<file path="src/rtl/pc_fetch_unit.sv">
// PC register + imem fetch sequencer (IDLE/REQ/WAIT/OUT/HALT); inst_valid_o 2 cycles after req with immediate gnt.
// Holds {pc, inst} while inst_ready_i is low. Define PC_MISALIGN_TRAP_EN to trap misaligned targets (else they are aligned down).
module pc_fetch_unit #(
  parameter int              XLEN         = 32,
  parameter logic [XLEN-1:0] RESET_VECTOR = 32'h0000_0000,
  parameter int              PC_INC       = 4
) (
  input  logic            clk,
  input  logic            rst,
  input  logic [XLEN-1:0] next_pc_i,
  input  logic            redirect_i,
  output logic            imem_req_o,
  output logic [XLEN-1:0] imem_addr_o,
  input  logic            imem_gnt_i,
  input  logic            imem_rvalid_i,
  input  logic [XLEN-1:0] imem_rdata_i,
  output logic            inst_valid_o,
  input  logic            inst_ready_i,
  output logic [XLEN-1:0] inst_o,
  output logic [XLEN-1:0] pc_o,
  output logic [XLEN-1:0] pc_plus4_o,
  output logic            misalign_o
);

  typedef enum logic [2:0] {IDLE, REQ, WAIT, OUT, HALT} state_t;

  localparam logic [XLEN-1:0] INC = XLEN'(PC_INC);

  state_t          state, state_d;
  logic [XLEN-1:0] pc, pc_d;
  logic [XLEN-1:0] inst, inst_d;
  logic [XLEN-1:0] redir_tgt, redir_tgt_d;
  logic            redir_pend, redir_pend_d;
  logic            load_en;
  logic [XLEN-1:0] load_pc;

`ifdef PC_MISALIGN_TRAP_EN
  localparam logic [XLEN-1:0] RST_PC = RESET_VECTOR;
  logic misalign, misalign_d;
`else
  localparam logic [XLEN-1:0] ALIGN_MASK = ~XLEN'(3);
  localparam logic [XLEN-1:0] RST_PC = RESET_VECTOR & ALIGN_MASK;
`endif

  always_ff @(posedge clk) begin
    if (rst) begin
      state      <= IDLE;
      pc         <= RST_PC;
      inst       <= '0;
      redir_tgt  <= '0;
      redir_pend <= 1'b0;
`ifdef PC_MISALIGN_TRAP_EN
      misalign   <= 1'b0;
`endif
    end else begin
      state      <= state_d;
      pc         <= pc_d;
      inst       <= inst_d;
      redir_tgt  <= redir_tgt_d;
      redir_pend <= redir_pend_d;
`ifdef PC_MISALIGN_TRAP_EN
      misalign   <= misalign_d;
`endif
    end
  end

  always_comb begin
    state_d      = state;
    pc_d         = pc;
    inst_d       = inst;
    redir_tgt_d  = redir_tgt;
    redir_pend_d = redir_pend;
    load_en      = 1'b0;
    load_pc      = next_pc_i;
`ifdef PC_MISALIGN_TRAP_EN
    misalign_d   = misalign;
`endif
    case (state)
      IDLE: begin
        state_d = REQ;
`ifdef PC_MISALIGN_TRAP_EN
        if (pc[1:0] != 2'b00) begin
          state_d    = HALT;
          misalign_d = 1'b1;
        end
`endif
      end
      REQ: begin
        // Address must stay stable mid-request, so a redirect is parked until the data returns.
        if (redirect_i) begin
          redir_tgt_d  = next_pc_i;
          redir_pend_d = 1'b1;
        end
        if (imem_gnt_i) state_d = WAIT;
      end
      WAIT: begin
        if (imem_rvalid_i) begin
          if (redirect_i) begin
            load_en = 1'b1;
          end else if (redir_pend) begin
            load_en = 1'b1;
            load_pc = redir_tgt;
          end else begin
            inst_d  = imem_rdata_i;
            state_d = OUT;
          end
        end else if (redirect_i) begin
          redir_tgt_d  = next_pc_i;
          redir_pend_d = 1'b1;
        end
      end
      OUT: begin
        if (redirect_i) begin
          load_en = 1'b1;
        end else if (inst_ready_i) begin
          pc_d    = pc + INC;
          state_d = REQ;
        end
      end
      HALT: state_d = HALT;
      default: state_d = IDLE;
    endcase

    if (load_en) begin
      redir_pend_d = 1'b0;
      state_d      = REQ;
`ifdef PC_MISALIGN_TRAP_EN
      pc_d = load_pc;
      if (load_pc[1:0] != 2'b00) begin
        state_d    = HALT;
        misalign_d = 1'b1;
      end
`else
      pc_d = load_pc & ALIGN_MASK;
`endif
    end
  end

  assign imem_req_o   = (state == REQ);
  assign imem_addr_o  = pc;
  assign inst_valid_o = (state == OUT);
  assign inst_o       = inst;
  assign pc_o         = pc;
  assign pc_plus4_o   = pc + INC;
`ifdef PC_MISALIGN_TRAP_EN
  assign misalign_o   = misalign;
`else
  assign misalign_o   = 1'b0;
`endif

endmodule

</file>
<file path="config.mk">
export PLATFORM = sky130hd
export DESIGN_NAME = pc_fetch_unit
export DESIGN_NICKNAME = d
export VERILOG_FILES = /design/src/rtl/pc_fetch_unit.sv
export SDC_FILE = /design/constraint.sdc
export NUM_CORES = 1
export LEC_CHECK = 0
export ABC_AREA = 1
export ABC_CLOCK_PERIOD_IN_PS = 2200
export BUFFER_PORTS_ARGS = -buffer_cell sky130_fd_sc_hd__clkbuf_2
export CAP_MARGIN = 20
export CELL_PAD_IN_SITES_DETAIL_PLACEMENT = 1
export CELL_PAD_IN_SITES_GLOBAL_PLACEMENT = 1
export CORE_MARGIN = 3
export CORE_UTILIZATION = 37
export DETAILED_ROUTE_END_ITERATION = 6
export HOLD_SLACK_MARGIN = 0.1
export PLACE_DENSITY_LB_ADDON = 0.1
export SLEW_MARGIN = 0
export SYNTH_ARGS = -nofsm -noshare
export SYNTH_HDL_FRONTEND = slang
export SYNTH_SLANG_ARGS = --single-unit
</file>
<file path="constraint.sdc">
create_clock -name clk -period 2.2 [get_ports clk]
set_input_delay 0.22 -clock clk [delete_from_list [all_inputs] [get_ports clk]]
set_output_delay 0.22 -clock clk [all_outputs]
set_load 0.05 [all_outputs]
</file>
==> metrics, run 1 <==
routability cong. 0.854; reg-to-reg slack, setup 430 ps; Worst-Margin Slew 559 ps; Seq/Total Area, Yosys 0.339; crit path cell chain nand2_1 > nor2_2 > nand2_1 > nor2_1 > nand3_1 > nand2_1 > clkbuf_2; first-pass GRT wire length 29500 um; clock transition at the registers of the reported paths 70 ps; CP top delay family simple AND/OR/NAND/NOR gates; fill cell count 2020; total core area 14800 um^2; FMAX 468 MHz; worst hold path type in -> reg; data arrival time of the worst path 1920 ps; crit start category register; maxcap violations 0; initial antenna violation count 2; Post-Syn Area 5680 um^2; vias in the first global route 5785; Starting Density 0.385; HPWL after DPL 14400 um; worst r2r src state[1]$_SDFFE_PP0P_; PortBufs 191; CP Class reg -> out; P_leak 0.00346 uW; prevailing post-synth register cell dfxtp_1; post-layout util 0.488; H-tree depth 3; Multi-input gate area 2800 um^2; most common cell in the netlist nand2_1; Routed WL 18400 um; Yosys top cell area share 0.339; num rows 44; diode count 0; clk buf depth 2; WHS Endpoint redir_tgt[2]$_SDFFE_PP0P_; gr ovfl total 0; Tmin final 2140 ps; Final Cell Area 7190 um^2; DR vias/cell 4.77; die width 130 um; Slew Limit Fails 0; Synth cell types 33; total track usage 0.220; Hold Path Cell Cnt 3; Post-synth EDFFs 0; Max VDD drop 0.473 mV; Vias 5952; DR WL/cell 14.8 um; Layout area overhead 26.7%; layout cells sized above 1 0.289; final clock skew 6.91 ps; Critical R2R Capture inst_o[5]$_SDFFE_PP0P_; Ports 201; Max-slew headroom 0.627; Worst-Skew Late Latency 350 ps; Hold Vio Cnt, Final 0; layout net count 1129; Post-Syn Area per Cell 6.39 um^2; TritonRoute pass-1 iters 4; remaining antenna violation count 0; Worst Hold Launch next_pc_i[2]; ys async rst share 0; Worst EP required 1980 ps; Tcrit/Tclk final 0.971; total CTS buffers 9; critical path's slowest cell dfxtp_1; DRC Markers 0; die area 16900 um^2; Cell Pwr Density 876 nW/um^2; worst-case reg-to-reg path depth 7; # setup viols final 0; Seq cells post-synth 96; total power 6300 uW; worst path buffer plus inverter count 1; CP most frequent cell nand2_1; most common library cells after synthesis 206 x nand2_1, 154 x inv_1, 96 x dfxtp_1; CTS tree yes; Critical Path Fanout Max 3; Die H 130 um; Critical Path Max Stage Delay 390 ps; area leader, netlist dfxtp_1; status completed; non-filler cells, final 1247; largest net degree at the start of global routing 65; placed instance area 6750 um^2; Setup crit end kind output port; register area 1930 um^2; Ys Warns 0; top cells by area, synth dfxtp_1 34%, nand2_1 14%, inv_1 10%, nand3_1 6.8%, a21oi_1 6.4%; Fin Hold WS 121 ps; drt first-iter violations 274; Placed Cells 1229; CTS sink count 96; Syn Inst Count 888; clk root buf clkbuf_16
logic make-up after synthesis:
| logic type | after synthesis | synth area share |
|---|---|---|
| AND/OR/NAND/NOR | 386 | 0.298 |
| adder cells (fa/ha/maj) | 1 | 0.00220 |
| AO/OA/AOI/OAI | 163 | 0.155 |
| XOR/XNOR | 8 | 0.0123 |
| buffers and inverters | 233 | 0.193 |
| flip-flops | 96 | 0.339 |
| other | 1 | 0.000661 |
registers in the layout (all words and copies together) (netlist names):
name and count:
imem_addr_o 30, inst_o 32, redir_pend 1, redir_tgt 30, state 3
what timing repair did:
item / in CTS / in global routing
setup buffers: 1 / 0
hold endpoints to repair: 1 / 0
endpoints found under the setup margin: 10 / 22
cloned: 0 / 0
hold buffers: 1 / 0
pin swaps: 0 / 2
resized for setup: 12 / 41
how the worst max path moves through the flow:
| stage | start | to | slack (ps) | cells past startpoint |
|---|---|---|---|---|
| after floorplan | imem_addr_o[5]$_SDFFE_PP0P_ | imem_addr_o[8]$_SDFFE_PP0P_ | -3 | 7 |
| after global placement | imem_addr_o[2]$_SDFFE_PP0P_ | pc_plus4_o[14] | 250 | 8 |
| after detailed placement | imem_addr_o[2]$_SDFFE_PP0P_ | pc_plus4_o[22] | 230 | 8 |
| after CTS | imem_addr_o[3]$_SDFFE_PP0P_ | pc_plus4_o[31] | 5 | 8 |
| after global routing | imem_addr_o[11]$_SDFFE_PP0P_ | pc_plus4_o[30] | -40 | 7 |
| final | imem_addr_o[11]$_SDFFE_PP0P_ | pc_plus4_o[30] | 60 | 7 |
metrics by stage:
| stage | worst slack [ps] | TNS [ps] |
|---|---|---|
| 2_1_floorplan | -3.04 | -3.04 |
| 3_3_place_gp | 255 | 0 |
| 3_5_place_dp | 231 | 0 |
| 4_1_cts | 5.32 | 0 |
| 5_1_grt | -39.1 | -97.9 |
| 6_report | 63.4 | 0 |
worst min-delay path, stage by stage:
cell and delay (ps):
clkbuf_2 80, inv_1 60, a21oi_1 50
where the power goes:
| part | switching, uW | internal (uW) | total [uW] |
|---|---|---|---|
| sequential | 181 | 1990 | 2170 |
| combinational | 1730 | 631 | 2360 |
| clock | 729 | 1040 | 1760 |
| total | 2640 | 3660 | 6300 |
routing by layer:
| layer | wire [um] | global-route usage |
|---|---|---|
| met1 | 8290 | 0.290 |
| met5 | 18 | 0 |
| met4 | 229 | 0.0544 |
| met2 | 8640 | 0.365 |
| met3 | 1240 | 0.0524 |
cells in the final DEF, fill, tap and decap left out, drive strengths merged, types with 3 or more instances in the layout:
master / instances
a21oi: 83
o21ai: 75
nor2: 71
nand4: 14
dfxtp: 96
clkinv: 3
conb: 7
inv: 160
xor2: 3
xnor2: 5
nand3: 80
clkbuf: 197
o211ai: 3
and2: 7
buf: 39
nand2: 211
layout make-up:
type                            count  share of cell area
Inverter                          159              0.0833
Sequential cell                    96               0.269
Clock buffer                       10              0.0332
Clock inverter                      6              0.0127
Tap cell                          184              0.0320
Multi-Input combinational cell    565               0.389
Timing Repair Buffer              227               0.181
(Power assumes the default switching activity.)
==> inputs of run 2 (changes only) <==
--- a/config.mk
+++ b/config.mk
@@ -6,13 +6,13 @@
 export NUM_CORES = 1
 export LEC_CHECK = 0
 export ABC_AREA = 1
-export ABC_CLOCK_PERIOD_IN_PS = 2200
+export ABC_CLOCK_PERIOD_IN_PS = 2000
 export BUFFER_PORTS_ARGS = -buffer_cell sky130_fd_sc_hd__clkbuf_2
 export CAP_MARGIN = 20
 export CELL_PAD_IN_SITES_DETAIL_PLACEMENT = 1
 export CELL_PAD_IN_SITES_GLOBAL_PLACEMENT = 1
 export CORE_MARGIN = 3
-export CORE_UTILIZATION = 37
+export CORE_UTILIZATION = 34
 export DETAILED_ROUTE_END_ITERATION = 6
 export HOLD_SLACK_MARGIN = 0.1
 export PLACE_DENSITY_LB_ADDON = 0.1
==> constraint.sdc (replaced) <==
create_clock -name clk -period 2 [get_ports clk]
set_input_delay 0.2 -clock clk [delete_from_list [all_inputs] [get_ports clk]]
set_output_delay 0.2 -clock clk [all_outputs]
set_load 0.05 [all_outputs]
==> metrics, run 2 (synthesis gave the netlist of run 1 again) <==
data arrival time of the worst path 1750 ps; final clock skew 7.30 ps; worst hold path type in -> reg; drt first-iter violations 177; initial antenna violation count 1; Cell Pwr Density 888 nW/um^2; Worst EP required 1800 ps; maxcap violations 0; Max VDD drop 0.465 mV; clk buf depth 2; diode count 0; Routed WL 19400 um; PortBufs 191; vias in the first global route 6008; Worst-Skew Late Latency 350 ps; H-tree depth 3; Worst-Margin Slew 530 ps; CTS tree yes; Ports 201; pre-CTS WS 104 ps; layout cells sized above 1 0.345; Setup WS post-layout 53.9 ps; num rows 46; DR WL/cell 14.9 um; die width 135 um; routability cong. 0.863; Max-slew headroom 0.647; Hold Vio Cnt, Final 0; CP Class reg -> out; placed instance area 6880 um^2; largest net degree at the start of global routing 65; Vias 6054; total CTS buffers 9; most common cell after layout, fill and taps aside nand2_1; DR vias/cell 4.66; gr ovfl total 0; status completed; Slew Limit Fails 0; HPWL after DPL 14800 um; max reg flops 32; P_leak 0.00361 uW; DRC Markers 0; Die H 135 um; Setup crit end kind output port; post-layout util 0.480; total track usage 0.208; Critical Path Fanout Max 4; # setup viols final 0; RSZ-0062 raised after global routing true; Final Cell Area 7740 um^2; Starting Density 0.352; reg-to-reg slack, setup 230 ps; layout net count 1150; CTS sink count 96; FMAX 514 MHz; Layout area overhead 36.4%; clk root buf clkbuf_16; most frequent cells in the layout 193 x nand2_1, 169 x clkbuf_2, 150 x inv_1, 74 x dfxtp_1, 73 x a21oi_1; Tcrit/Tclk final 0.973; TritonRoute pass-1 iters 4; total core area 16100 um^2; first-pass GRT wire length 30400 um; Tmin final 1950 ps; crit start category register; remaining antenna violation count 0; die area 18300 um^2; Fin Hold WS 121 ps; clock transition at the registers of the reported paths 70 ps; Setup TNS 0 ps
-- run 2: cell count changes in the layout (fill, tap and decap cells not counted), moves of 7 or more --
cell,previous run,this run
clkbuf_4,11,1
dfxtp_1,87,74
nand2_2,6,15
clkbuf_2,176,169
nor2_1,55,39
dfxtp_4,0,12
nor2_4,7,15
nor2_2,9,17
buf_4,34,50
clkbuf_8,1,8
nand2_1,203,193
-- run 2: final timing paths --
check	start	to	cells after the start
setup reg to reg	state[0]$_SDFFE_PP0P_	imem_addr_o[15]$_SDFFE_PP0P_	10
setup / recovery	imem_addr_o[3]$_SDFFE_PP0P_	pc_plus4_o[14]	8
hold reg to reg	inst_o[7]$_SDFFE_PP0P_	inst_o[7]$_SDFFE_PP0P_	2
hold / removal	next_pc_i[26]	redir_tgt[26]$_SDFFE_PP0P_	3
-- run 2: routing by layer --
layer,vias up,track usage,part of all wire
li1,3113,-,-
met1,2759,0.268,0.45
met2,157,0.347,0.47
met3,23,0.0472,0.060
met4,2,0.0638,0.022
met5,-,0,0.00067
-- run 2: area by class of cell --
type                       instances  area (um^2)
sequential                        96         1980
timing repair buffer             248         1610
fill                            2176         8370
clock buffer                      13          270
multi-input combinational        565         2980
inverter                         159          607
tap                              216          270
clock inverter                     3         25.0
-- run 2: power by group --
| group | total (uW) | switching (uW) | internal [uW] | leakage, uW |
|---|---|---|---|---|
| logic | 2740 | 1940 | 795 | 0.00268 |
| clock network | 1730 | 775 | 952 | 0.000142 |
| registers | 2410 | 213 | 2200 | 0.000795 |
| total | 6870 | 2930 | 3940 | 0.00361 |
-- run 2: per-stage QoR --
stage | instances | power (uW)
3_3_place_gp | 1265 | 5010
6_report | 1300 | 6870
3_5_place_dp | 1265 | 5060
5_1_grt | 1300 | 7280
2_1_floorplan | 894 | 4430
4_1_cts | 1289 | 6910
-- run 2: worst max-delay path, stage by stage (launching register included) --
cell     delay [ps]
dfxtp_4         380
ha_4            170
inv_4            50
nor2_4          140
nand2_4          90
buf_6           130
o21ai_4         140
and2_4          160
buf_8           140
-- run 2: repair_timing --
item / 4_1_cts / 5_1_grt
gates resized for setup: 71 / 73
pin swaps: 6 / 15
buffers inserted: 4 / 11
setup endpoints to repair: 24 / 25
hold buffers: 4 / 0
hold endpoints to repair: 4 / 0
